[src/rtl/dmem_initiator.sv]
// dmem_initiator: M-stage load/store initiator for the 1024-word data memory (IDLE -> WAIT -> RESP).
// Optional DMEM_TIMEOUT_EN aborts a WAIT that sees no mem_ack for TIMEOUT cycles.
module dmem_initiator #(
  parameter int MEM_DEPTH = 1024,
  parameter int TIMEOUT   = 16
) (
  input  logic        clk,
  input  logic        rst_n,
  input  logic        req_valid,
  output logic        req_ready,
  input  logic        req_read,
  input  logic        req_write,
  input  logic [63:0] req_addr,
  input  logic [63:0] req_wdata,
  output logic        rsp_valid,
  output logic [63:0] rsp_rdata,
  output logic        rsp_err,
  output logic        rsp_timeout,
  output logic [63:0] mem_addr,
  output logic [63:0] mem_data,
  output logic        mem_we,
  output logic        mem_re,
  input  logic        mem_ack,
  input  logic [63:0] mem_q,
  input  logic        mem_err
);

  typedef enum logic [1:0] {S_IDLE = 2'd0, S_WAIT = 2'd1, S_RESP = 2'd2} state_t;

  state_t      r_state;
  logic        r_rsp_valid;
  logic        r_rsp_err;
  logic        r_mem_we;
  logic        r_mem_re;
  logic [63:0] r_rsp_rdata;
  logic [63:0] r_mem_addr;
  logic [63:0] r_mem_data;

  logic w_bad;
  logic w_reject;

  // Conflicting strobes and out-of-range addresses are errors; an empty request is a clean no-op.
  assign w_bad    = (req_read & req_write) | (req_addr >= 64'(MEM_DEPTH));
  assign w_reject = w_bad | (~req_read & ~req_write);

`ifdef DMEM_TIMEOUT_EN
  localparam int CNT_W = $clog2(TIMEOUT + 1);
  logic [CNT_W-1:0] r_cnt;
  logic             r_rsp_timeout;
  logic             w_expire;
  assign w_expire    = (r_cnt == CNT_W'(TIMEOUT - 1));
  assign rsp_timeout = r_rsp_timeout;
`else
  // Constant 0: no timeout logic exists in this build.
  assign rsp_timeout = (TIMEOUT < 0);
`endif

  assign req_ready = (r_state == S_IDLE);
  assign rsp_valid = r_rsp_valid;
  assign rsp_rdata = r_rsp_rdata;
  assign rsp_err   = r_rsp_err;
  assign mem_addr  = r_mem_addr;
  assign mem_data  = r_mem_data;
  assign mem_we    = r_mem_we;
  assign mem_re    = r_mem_re;

  always_ff @(posedge clk or negedge rst_n) begin
    if (!rst_n) begin
      r_state     <= S_IDLE;
      r_rsp_valid <= 1'b0;
      r_rsp_err   <= 1'b0;
      r_rsp_rdata <= '0;
      r_mem_we    <= 1'b0;
      r_mem_re    <= 1'b0;
      r_mem_addr  <= '0;
      r_mem_data  <= '0;
`ifdef DMEM_TIMEOUT_EN
      r_cnt         <= '0;
      r_rsp_timeout <= 1'b0;
`endif
    end else begin
      r_rsp_valid <= 1'b0;
      case (r_state)
        S_IDLE: begin
          if (req_valid) begin
            if (w_reject) begin
              r_rsp_valid <= 1'b1;
              r_rsp_err   <= w_bad;
              r_rsp_rdata <= '0;
`ifdef DMEM_TIMEOUT_EN
              r_rsp_timeout <= 1'b0;
`endif
              r_state     <= S_RESP;
            end else begin
              r_mem_addr <= req_addr;
              r_mem_data <= req_wdata;
              r_mem_we   <= req_write;
              r_mem_re   <= req_read;
`ifdef DMEM_TIMEOUT_EN
              r_cnt      <= '0;
`endif
              r_state    <= S_WAIT;
            end
          end
        end
        S_WAIT: begin
          if (mem_ack) begin
            r_mem_we    <= 1'b0;
            r_mem_re    <= 1'b0;
            r_rsp_valid <= 1'b1;
            r_rsp_rdata <= r_mem_re ? mem_q : 64'd0;
            r_rsp_err   <= mem_err;
`ifdef DMEM_TIMEOUT_EN
            r_rsp_timeout <= 1'b0;
`endif
            r_state     <= S_RESP;
          end
`ifdef DMEM_TIMEOUT_EN
          else if (w_expire) begin
            r_mem_we      <= 1'b0;
            r_mem_re      <= 1'b0;
            r_rsp_valid   <= 1'b1;
            r_rsp_rdata   <= '0;
            r_rsp_err     <= 1'b1;
            r_rsp_timeout <= 1'b1;
            r_cnt         <= r_cnt + CNT_W'(1);
            r_state       <= S_RESP;
          end else begin
            r_cnt <= r_cnt + CNT_W'(1);
          end
`endif
        end
        S_RESP:  r_state <= S_IDLE;
        default: r_state <= S_IDLE;
      endcase
    end
  end

endmodule

[config.mk]
export PLATFORM = sky130hd
export DESIGN_NAME = dmem_initiator
export DESIGN_NICKNAME = d
export VERILOG_FILES = /design/src/rtl/dmem_initiator.sv
export SDC_FILE = /design/constraint.sdc
export NUM_CORES = 1
export LEC_CHECK = 0
export ABC_AREA = 0
export BUFFER_PORTS_ARGS = -buffer_cell sky130_fd_sc_hd__buf_4
export CORE_AREA = 4 4 152 154
export DETAILED_ROUTE_END_ITERATION = 12
export DIE_AREA = 0 0 156 158
export PLACE_DENSITY = 0.74
export REMOVE_ABC_BUFFERS = 1
export SYNTH_ARGS = -nofsm -noshare
export SYNTH_HDL_FRONTEND = slang
export SYNTH_SLANG_ARGS = --single-unit
export TNS_END_PERCENT = 30
[constraint.sdc]
create_clock -name clk -period 1.7 [get_ports clk]
set_input_delay 0.085 -clock clk [delete_from_list [all_inputs] [get_ports clk]]
set_output_delay 0.085 -clock clk [all_outputs]
set_load 0.05 [all_outputs]
==> flow_metrics.tcl <==
set metrics [dict create \
    status "finished clean" \
    p_per_area_nw_per_um2 733 \
    wl_per_cell_um 17.6 \
    path_max_fanout 55 \
    io_pins 397 \
    detailed_place_hpwl_mm 17.4 \
    yosys.area_share.xor_xnor_pct 0 \
    grt_pass1_wl_mm 38.6 \
    crit_top_cell "buf_4" \
    core_area_um2 21700 \
    grt_use_total_pct 20.1 \
    layout-drive-gt1-share_pct 46.6 \
    slowest_stage "nor4_4" \
    synthTopCellsByCount "198 x dfrtp_1, 68 x inv_1, 67 x nand2_1, 64 x mux2i_1, 54 x and2_1" \
    maxSlewHeadroom_pct 55.6 \
    hold_slack_ns 0.0252 \
    criticalPathCategory "input pin to flop" \
    period_share_pct 93.5 \
    synthCells 587 \
    hold_viol 0 \
    worst_slew_pin_slew_ns 0.666 \
    dieArea_um2 24600 \
    synthMuxAreaShare_pct 20.5 \
    cts.clk_slew.worst_paths_ns 0.07 \
    report.final.slew_viol_count 0 \
    synth.largest_area_cell "dfrtp_1" \
    fmax_ghz 0.629 \
    cap_violations 0 \
    drc_errors 0 \
    ctsResizeCount 0 \
    worst_setup_path_start_kind "input pin" \
    synth.most_common_cell "dfrtp_1" \
    h-tree-depth 4 \
    antenna_found_initial 1 \
    synth_area_leaders "dfrtp_1 64%, mux2i_1 8.2%, mux2_4 6.4%" \
    min_period_ns 1.59 \
    cts_sinks 198 \
    path_delay_family "simple AND/OR/NAND/NOR gates" \
    yosys.area.top_type_share_pct 63.7 \
    clock_latency_ns 0.42 \
    grt_pass1_vias 7321 \
    postLayoutCoreUtil_pct 62.0 \
    ys_warn_count 0 \
    grt_max_degree 69 \
    synth_fa_ha_area_share_pct 0 \
    cp-end-kind "flop" \
    area_growth_pct 72.8 \
    synth_area_per_cell_um2 13.2 \
    start_util_pct 35.9 \
    path_buf_inv 3 \
    ys_types 28 \
    design_area_um2 13400 \
    finClkSkew_ns 0.0100 \
    rsz0062_at_grt "false" \
    cp_slowest_stage_delay_ns 0.40 \
    cts_tree "built" \
    worstPathArrival_ns 1.89 \
    dpl_cell_area_um2 11400 \
    drtIter0Drc 306 \
    ys.flop_type "dfrtp_1" \
    grt_overflow 0 \
    yosysSeqAreaShare_pct 63.7 \
    synth_top_family_by_area "multiplexers" \
    vias 6577 \
    netlist_area_um2 7780 \
    die_w_um 156 \
    synth-seq-cells 198 \
    worst-endpoint-required_ns 2.00 \
    p_leak_nw 7.06 \
    ant_nets 0 \
    fill_cells 1599 \
    synth_simple_gate_area_share_pct 9.62 \
    vias_per_cell 4.55 \
    ir_worst_vdd_mv 0.736 \
    layout.nets 1350 \
    port-buffer-count 395 \
    worstHoldPathType "input pin to flop" \
    routed_wl_mm 25.4 \
    root_buffer "clkbuf_16" \
    drtPass1Iterations 4 \
    cp_cell_sequence "buf_4 > nor4_1 > nand4_1 > nor4_4 > nand3_4 > buf_12 > buf_4 > and2_1" \
    die_y_um 158 \
    finalSetupTns_ns 0 \
    synthArstFlopShare_pct 100 \
    clockBufferDepth 2 \
    synth-compound-area-share_pct 0.933 \
    cts_buffers 17 \
    synth_edf_count 0 \
    core.rowCount 54 \
    setup_violations 0 \
    gp_congestion 0.806 \
]
==> worst min-delay path, cell delays in order <==
cell,delay [ns]
buf_4,0.08
inv_1,0.05
o221ai_1,0.19
==> final timing paths <==
path / startpoint / end / slack, ns / depth (start not counted)
max: req_addr[24] / mem_addr[24] / 0.11 / 8
min: mem_err / rsp_err / 0.03 / 3
max reg2reg: r_state[1] / rsp_rdata[3] / 0.15 / 5
min reg2reg: mem_addr[57] / mem_addr[57] / 0.49 / 1
max in group asynchronous: rst_n / mem_data[48] / 0.80 / 3
min in group asynchronous: rst_n / mem_addr[3] / 0.24 / 2
==> sequential cells by signal (all words and copies together) (netlist names) <==
register   flops
rsp_err        1
rsp_valid      1
mem_addr      64
r_state        2
mem_data      64
rsp_rdata     64
mem_we         1
mem_re         1
==> per-layer routing <==
metal | GRT usage, % | vias up | share of wire, %
met2 | 36.6 | 298 | 53
met3 | 4.73 | 99 | 5.5
met4 | 11.7 | 0 | 5.8
li1 | - | 3034 | -
met5 | 0 | - | 0
met1 | 21.3 | 3146 | 36
==> repair_timing <==
action | 4_1_cts | 5_1_grt
hold buffers | 140 | 0
setup buffers | 0 | 1
setup endpoints to repair | 0 | 25
hold endpoints to repair | 198 | 0
==> logic make-up (layout without fill, tap and decap cells) <==
kind of cell / after synthesis / count (layout)
compound gates: 10 / 10
buf+inv: 96 / 672
flops: 198 / 198
mux: 138 / 138
other cells: 1 / 2
simple gates: 144 / 144
==> stage by stage <==
step,setup WS [ns],instances,power (mW)
after floorplan,-4.39,559,4.97
after detailed placement,-0.326,1271,5.50
after global placement,-0.288,1271,5.49
final,0.111,1444,9.85
after global routing,0.0299,1444,10.2
after CTS,0.0105,1442,9.97
==> power by group <==
part / internal [mW] / switching, mW / total (mW)
Combinational: 0.621 / 0.353 / 0.974
Clock: 2.13 / 2.03 / 4.16
Sequential: 4.71 / 0.00404 / 4.71
==> cell type report <==
| type | instances | area (µm²) | share of cell area, % |
|---|---|---|---|
| clock buffers | 17 | 425 | 3.17 |
| flip-flops and latches | 198 | 4950 | 36.9 |
| repair buffers | 573 | 4820 | 35.9 |
| diodes | 1 | 2.50 | 0.0186 |
| well taps | 280 | 350 | 2.61 |
| inverters | 68 | 255 | 1.90 |
| multi-input cells | 293 | 2450 | 18.2 |
| clock inverters | 14 | 183 | 1.36 |
==> cell usage in the layout (no fill, tap or decap), types with 3 or more instances in the layout <==
master,count
and2_1,54
buf_12,13
buf_4,419
clkbuf_16,17
clkinv_8,3
dfrtp_1,198
dlygate4sd3_1,140
inv_1,68
inv_6,3
inv_8,4
mux2_2,41
mux2_4,33
mux2i_1,64
nand2_1,67
nand4_1,3
nor4_1,14
(Power assumes the default switching activity.)
